File: config.mk
export PLATFORM = sky130hd
export DESIGN_NAME = proc_control_fsm_flat
export DESIGN_NICKNAME = d
export VERILOG_FILES = /design/src/rtl/proc_control_fsm_pkg.sv /design/src/rtl/proc_control_fsm_if.sv /design/src/rtl/proc_control_fsm_dec3to8.sv /design/src/rtl/proc_control_fsm.sv /design/src/flat_wrapper.sv
export SDC_FILE = /design/constraint.sdc
export NUM_CORES = 1
export LEC_CHECK = 0
export CORE_ASPECT_RATIO = 0.75
export CORE_MARGIN = 5
export CORE_UTILIZATION = 38
export DETAILED_ROUTE_END_ITERATION = 16
export PLACE_DENSITY_LB_ADDON = 0.1
export SLEW_MARGIN = 15
export SYNTH_ARGS = -nofsm -noshare
export SYNTH_HDL_FRONTEND = slang
export SYNTH_SLANG_ARGS = --single-unit
export TNS_END_PERCENT = 5
File: constraint.sdc
create_clock -name clk -period 2 [get_ports clk]
set_input_delay 0.4 -clock clk [delete_from_list [all_inputs] [get_ports clk]]
set_output_delay 0.4 -clock clk [all_outputs]
set_load 0.02 [all_outputs]
File: src/rtl/proc_control_fsm_pkg.sv
// Shared definitions for the processor instruction control unit: widths,
// opcode and ALU codes, function-word field positions and the state type.
// Build option: PROC_CTRL_LOGIC_OPS_EN turns opcodes 100/101 into and/xor.
package proc_control_fsm_pkg;

    localparam int FUNC_W = 10;
    localparam int NREG   = 8;

    // Function-word field positions: III XXX YYY -
    localparam int OP_HI = 9;
    localparam int OP_LO = 7;
    localparam int X_HI  = 6;
    localparam int X_LO  = 4;
    localparam int Y_HI  = 3;
    localparam int Y_LO  = 1;

    localparam logic [2:0] OP_MV  = 3'b000;
    localparam logic [2:0] OP_MVI = 3'b001;
    localparam logic [2:0] OP_ADD = 3'b010;
    localparam logic [2:0] OP_SUB = 3'b011;
    localparam logic [2:0] OP_AND = 3'b100;
    localparam logic [2:0] OP_XOR = 3'b101;

    localparam logic [1:0] ALU_ADD = 2'b00;
    localparam logic [1:0] ALU_SUB = 2'b01;
    localparam logic [1:0] ALU_AND = 2'b10;
    localparam logic [1:0] ALU_XOR = 2'b11;

    typedef enum logic [1:0] {
        T0 = 2'd0,
        T1 = 2'd1,
        T2 = 2'd2,
        T3 = 2'd3
    } state_t;

    // True for opcodes that take the three-step A/G path through the ALU.
    function automatic logic is_alu_op(input logic [2:0] op);
        logic alu;
        alu = (op == OP_ADD) || (op == OP_SUB);
`ifdef PROC_CTRL_LOGIC_OPS_EN
        alu = alu || (op == OP_AND) || (op == OP_XOR);
`endif
        return alu;
    endfunction

    // ALU operation selected by an ALU-class opcode.
    function automatic logic [1:0] alu_code(input logic [2:0] op);
        logic [1:0] code;
        code = ALU_ADD;
        case (op)
            OP_SUB:  code = ALU_SUB;
            OP_AND:  code = ALU_AND;
            OP_XOR:  code = ALU_XOR;
            default: code = ALU_ADD;
        endcase
        return code;
    endfunction

endpackage

File: src/rtl/proc_control_fsm_if.sv
// Handshake and control bundle between the function-word source, the
// control unit and the datapath. ctrl is the control unit's view.
interface proc_control_fsm_if;
    import proc_control_fsm_pkg::*;

    logic              run;
    logic [FUNC_W-1:0] func;
    logic              ir_in;
    logic [NREG-1:0]   r_in;
    logic [NREG-1:0]   r_out;
    logic              din_out;
    logic              a_in;
    logic              g_in;
    logic              g_out;
    logic [1:0]        alu_op;
    logic              busy;
    logic              done;

    modport ctrl (
        input  run, func,
        output ir_in, r_in, r_out, din_out, a_in, g_in, g_out, alu_op, busy, done
    );

    modport master (
        output run, func,
        input  ir_in, r_in, r_out, din_out, a_in, g_in, g_out, alu_op, busy, done
    );

endinterface

File: src/rtl/proc_control_fsm_dec3to8.sv
// 3-to-8 one-hot decoder with enable; drives register enable vectors.
module proc_control_fsm_dec3to8 (
    input  logic       en,
    input  logic [2:0] sel,
    output logic [7:0] onehot
);

    for (genvar gi = 0; gi < 8; gi++) begin : g_bit
        // Each output line is high only when enabled and selected.
        assign onehot[gi] = en && (sel == 3'(gi));
    end

endmodule

File: src/rtl/proc_control_fsm.sv
// Instruction control unit: latches the function word on run, then steps
// T0..T3 issuing register, bus and ALU controls for mv/mvi/add/sub
// (and/xor when PROC_CTRL_LOGIC_OPS_EN is defined) and pulses done.
module proc_control_fsm
    import proc_control_fsm_pkg::*;
(
    input  logic clk,
    input  logic rst_n,
    proc_control_fsm_if.ctrl bus
);

    state_t            state_reg;
    state_t            state_next;
    logic [FUNC_W-1:0] ir_reg;

    logic [2:0] op;
    logic [2:0] x;
    logic [2:0] y;
    logic       unused_ir_lsb;

    logic       rin_en;
    logic [2:0] rin_sel;
    logic       rout_en;
    logic [2:0] rout_sel;

    assign op = ir_reg[OP_HI:OP_LO];
    assign x  = ir_reg[X_HI:X_LO];
    assign y  = ir_reg[Y_HI:Y_LO];
    // Bit 0 of the function word carries no meaning for this unit.
    assign unused_ir_lsb = ir_reg[0];

    // State and IR registers; IR only loads when a run is accepted in T0.
    always_ff @(posedge clk or negedge rst_n) begin
        if (!rst_n) begin
            state_reg <= T0;
            ir_reg    <= '0;
        end else begin
            state_reg <= state_next;
            if (state_reg == T0 && bus.run) begin
                ir_reg <= bus.func;
            end
        end
    end

    // Next state and Moore controls from state and IR.
    always_comb begin
        state_next  = state_reg;
        rin_en      = 1'b0;
        rin_sel     = x;
        rout_en     = 1'b0;
        rout_sel    = y;
        bus.din_out = 1'b0;
        bus.a_in    = 1'b0;
        bus.g_in    = 1'b0;
        bus.g_out   = 1'b0;
        bus.alu_op  = ALU_ADD;
        bus.done    = 1'b0;
        case (state_reg)
            T0: begin
                if (bus.run) begin
                    state_next = T1;
                end
            end
            T1: begin
                if (op == OP_MV) begin
                    rout_en    = 1'b1;
                    rout_sel   = y;
                    rin_en     = 1'b1;
                    bus.done   = 1'b1;
                    state_next = T0;
                end else if (op == OP_MVI) begin
                    bus.din_out = 1'b1;
                    rin_en      = 1'b1;
                    bus.done    = 1'b1;
                    state_next  = T0;
                end else if (is_alu_op(op)) begin
                    rout_en    = 1'b1;
                    rout_sel   = x;
                    bus.a_in   = 1'b1;
                    state_next = T2;
                end else begin
                    // Unknown opcode: retire immediately without side effects.
                    bus.done   = 1'b1;
                    state_next = T0;
                end
            end
            T2: begin
                rout_en    = 1'b1;
                rout_sel   = y;
                bus.g_in   = 1'b1;
                bus.alu_op = alu_code(op);
                state_next = T3;
            end
            T3: begin
                bus.g_out  = 1'b1;
                rin_en     = 1'b1;
                bus.done   = 1'b1;
                state_next = T0;
            end
            default: state_next = T0;
        endcase
    end

    // IR strobe follows run in T0 but is held off while reset is asserted.
    assign bus.ir_in = rst_n && (state_reg == T0) && bus.run;
    assign bus.busy  = (state_reg != T0);

    proc_control_fsm_dec3to8 u_rin_dec (
        .en     (rin_en),
        .sel    (rin_sel),
        .onehot (bus.r_in)
    );

    proc_control_fsm_dec3to8 u_rout_dec (
        .en     (rout_en),
        .sel    (rout_sel),
        .onehot (bus.r_out)
    );

endmodule
File: src/flat_wrapper.sv
// flat-port wrapper written by rule: the top's interface ports become plain ports
module proc_control_fsm_flat import proc_control_fsm_pkg::*;
  (clk, rst_n, bus_run, bus_func, bus_ir_in, bus_r_in, bus_r_out, bus_din_out, bus_a_in, bus_g_in, bus_g_out, bus_alu_op, bus_busy, bus_done);
  proc_control_fsm_if bus_i ();
  input  logic clk;
  input  logic rst_n;
  input wire logic [$bits(bus_i.run)-1:0] bus_run;
  input wire logic [$bits(bus_i.func)-1:0] bus_func;
  output wire logic [$bits(bus_i.ir_in)-1:0] bus_ir_in;
  output wire logic [$bits(bus_i.r_in)-1:0] bus_r_in;
  output wire logic [$bits(bus_i.r_out)-1:0] bus_r_out;
  output wire logic [$bits(bus_i.din_out)-1:0] bus_din_out;
  output wire logic [$bits(bus_i.a_in)-1:0] bus_a_in;
  output wire logic [$bits(bus_i.g_in)-1:0] bus_g_in;
  output wire logic [$bits(bus_i.g_out)-1:0] bus_g_out;
  output wire logic [$bits(bus_i.alu_op)-1:0] bus_alu_op;
  output wire logic [$bits(bus_i.busy)-1:0] bus_busy;
  output wire logic [$bits(bus_i.done)-1:0] bus_done;
  assign bus_i.run = bus_run;
  assign bus_i.func = bus_func;
  assign bus_ir_in = bus_i.ir_in;
  assign bus_r_in = bus_i.r_in;
  assign bus_r_out = bus_i.r_out;
  assign bus_din_out = bus_i.din_out;
  assign bus_a_in = bus_i.a_in;
  assign bus_g_in = bus_i.g_in;
  assign bus_g_out = bus_i.g_out;
  assign bus_alu_op = bus_i.alu_op;
  assign bus_busy = bus_i.busy;
  assign bus_done = bus_i.done;
  proc_control_fsm u_core (.clk(clk), .rst_n(rst_n), .bus(bus_i));
endmodule
==> flow_metrics.env <==
export IMPL_avgViaCountPerCell=4.78
export IMPL_crit_path_max_incr_delay_ps=400
export IMPL_final_core_util_pct=75.2
export IMPL_design_core_area_mm2=0.00177
export IMPL_h_tree_depth=1
export IMPL_num_rows=13
export IMPL_drive_gt1_share_pct=48.2
export IMPL_powerDensity_mw_per_mm2=1460
export IMPL_library_cell_used_as_clock_root_buffer="clkbuf_4"
export IMPL_synth_seq_cells=11
export IMPL_crit_path_cell_trace="inv_2 > ha_4 > nand3b_4 > mux2i_2 > nand3_2 > nor3_2 > buf_4"
export IMPL_grt_max_degree=12
export IMPL_timing_hold_worst_class="input port to async pin"
export IMPL_globalRoute_totalOverflow=0
export IMPL_worstSetupEndpointType="output pin"
export IMPL_worst_slew_pin_slew_ps=374
export IMPL_final_min_period_over_clock_period_pct=109
export IMPL_timing_hold_violations_final=0
export IMPL_detail_route_wirelength_um=2020
export IMPL_grt_first_pass_wirelength_um=3360
export IMPL_critPathKind="flip-flop to output pin"
export IMPL_syn_instance_count=78
export IMPL_max_cap_violations=0
export IMPL_grt_pass1_vias=750
export IMPL_final_setup_worst_slack_ps=-186
export IMPL_initial_utilization_pct=41.1
export IMPL_timing_reg2reg_setup_slack_ps=380
export IMPL_fin_skew_ps=3.00
export IMPL_most_common_layout_cells="buf_4 (29), nor2_1 (14), dfrtp_1 (11), clkdlybuf4s50_1 (11), mux2_2 (9)"
export IMPL_max_clock_path_buffers=2
export IMPL_die_h_um=47.9
export IMPL_top_level_ports=38
export IMPL_antenna_found_initial=0
export IMPL_gp_congestion=0.800
export IMPL_first_iter_violations=32
export IMPL_areaGrowthSynthToFinish_pct=82.8
export IMPL_power_static_leakage_nw=0.626
export IMPL_cp_max_fo=5
export IMPL_vdd_ir_drop_worst_mv=0.994
export IMPL_final_net_count=158
export IMPL_run_status="complete, but fails checks"
export IMPL_crit_path_start_kind="flip-flop"
export IMPL_insertedDiodeCount=0
export IMPL_vias=769
export IMPL_slew_headroom_pct=75.0
export IMPL_worst_skew_pair_late_latency_ps=260
export IMPL_drt_pre_antenna_iters=4
export IMPL_synth_sequential_area_ratio_pct=37.7
export IMPL_largest_reg_flops=9
export IMPL_grt_util_all_layers_pct=15.9
export IMPL_dpl_hpwl_um=1660
export IMPL_max_clock_freq_mhz=457
export IMPL_floorplan_die_area_mm2=0.00290
export IMPL_failing_checks="negative setup slack"
export IMPL_grt_setup_unrepaired="yes"
export IMPL_layout_cells_most_common="buf_4"
export IMPL_layout_min_cycle_time_ps=2190
export IMPL_cts_hold_fix_buffers=0
export IMPL_totalNegativeSetupSlack_ps=-1890
export IMPL_finalSetupViolations=17
export IMPL_tritoncts="built"
export IMPL_netlist_area_um2=729
export IMPL_maxSlewViolCount=0
export IMPL_post_route_drc_count=0
export IMPL_required_ps=1600
export IMPL_tritoncts_num_sinks=11
export IMPL_clk_transition_reported_paths_ps=70
export IMPL_synthesis_area_per_instance_um2=9.35
export IMPL_routed_wire_length_per_instance_um=12.6
export IMPL_die_x_um=60.6
export IMPL_io_buffers=36
export IMPL_ant_nets=0
export IMPL_worstPathArrival_ps=1790
export IMPL_synth_fp_nets=96
export IMPL_yosys_warning_count=0
export IMPL_ys_types=21
export IMPL_cts_buffers=3
export IMPL_worst_path_max_delay_cell="dfrtp_1"
==> worst paths after layout <==
path / startpoint / to / cells after the start
worst min register to register: u_core.ir_reg[2]$_DFFE_PN0P_ / u_core.ir_reg[2]$_DFFE_PN0P_ / 1
worst max-delay path: flip-flop / bus_r_out[3] / 7
max in group asynchronous: rst_n / u_core.ir_reg[1]$_DFFE_PN0P_ / 2
worst max register to register: u_core.state_reg[0]$_DFFE_PN0P_ / u_core.ir_reg[1]$_DFFE_PN0P_ / 5
min in group clk: u_core.ir_reg[2]$_DFFE_PN0P_ / u_core.ir_reg[2]$_DFFE_PN0P_ / 1
worst min-delay path: rst_n / u_core.ir_reg[9]$_DFFE_PN0P_ / 2
==> synthesized netlist by cell type <==
cell type / instances / area (µm²)
nor2_1: 14 / 52.6
dfrtp_1: 11 / 275
mux2_2: 9 / 101
inv_1: 6 / 22.5
nand2b_1: 6 / 37.5
ha_1: 5 / 62.6
nand2_1: 5 / 18.8
nor3_1: 5 / 25.0
mux2i_1: 3 / 30.0
a21oi_1: 2 / 10.0
o21ai_0: 2 / 10.0
a21o_1: 1 / 7.51
a31o_2: 1 / 8.76
and2_1: 1 / 6.26
and3_1: 1 / 6.26
nand3_1: 1 / 5.00
nand3b_1: 1 / 7.51
nand3b_4: 1 / 20.0
nor3b_1: 1 / 7.51
o21bai_1: 1 / 7.51
o31ai_1: 1 / 7.51
==> worst max-delay path, delay by kind of cell, from the launching register on <==
kind          cells  cell delay, ps
mux               1             260
simple gates      3             470
flops             1             400
fa+ha+maj         1             150
buf+inv           2             240
==> timing repair <==
| item | CTS | global route |
|---|---|---|
| endpoints found under the setup margin | 25 | 23 |
| gates resized for setup | 92 | 12 |
| endpoints found under the hold margin | 0 | 0 |
| buffers inserted | 0 | 0 |
| pin swaps | 5 | 0 |
==> cells by family after synthesis <==
| kind of cell | after synthesis | share of synthesized area [%] |
|---|---|---|
| DFF | 11 | 37.7 |
| muxes | 12 | 18.0 |
| AOI/OAI and AO/OA | 8 | 7.03 |
| and+or+nand+nor | 36 | 25.6 |
| adders and majority gates | 5 | 8.58 |
| buffers and inverters | 6 | 3.09 |
==> layout make-up <==
type / instances / area [µm²]
fill: 110 / 439
timing repair buffer: 57 / 490
multi-input combinational: 61 / 492
tap: 22 / 27.5
inverter: 6 / 22.5
sequential: 11 / 275
clock buffer: 4 / 26.3
==> power breakdown <==
part	switching (mW)	total [mW]	leakage, nW	internal, mW
Sequential	0.107	0.443	0.131	0.337
Clock	0.0653	0.142	0.0150	0.0769
Combinational	0.665	1.36	0.480	0.697
==> layer usage <==
metal | up-vias | global-route usage [%] | wire [µm]
met4 | 0 | 6.49 | 12
met3 | 2 | 2.70 | 135
met2 | 20 | 26.4 | 983
met5 | - | 0 | 0
li1 | 388 | - | -
met1 | 359 | 20.8 | 890
==> stage by stage <==
step | power [mW] | hold WS, ps | instances | worst slack (ps) | cell area [µm²]
3_3_place_gp | 1.72 | 498 | 157 | -377 | 1280
5_1_grt | 2.11 | 462 | 161 | -339 | 1330
4_1_cts | 1.93 | 442 | 161 | -168 | 1310
2_1_floorplan | 1.12 | 104 | 78 | -44.9 | 734
6_report | 1.95 | 451 | 161 | -186 | 1330
3_5_place_dp | 1.75 | 503 | 157 | -500 | 1280
Power figures use the tool's default switching activity.
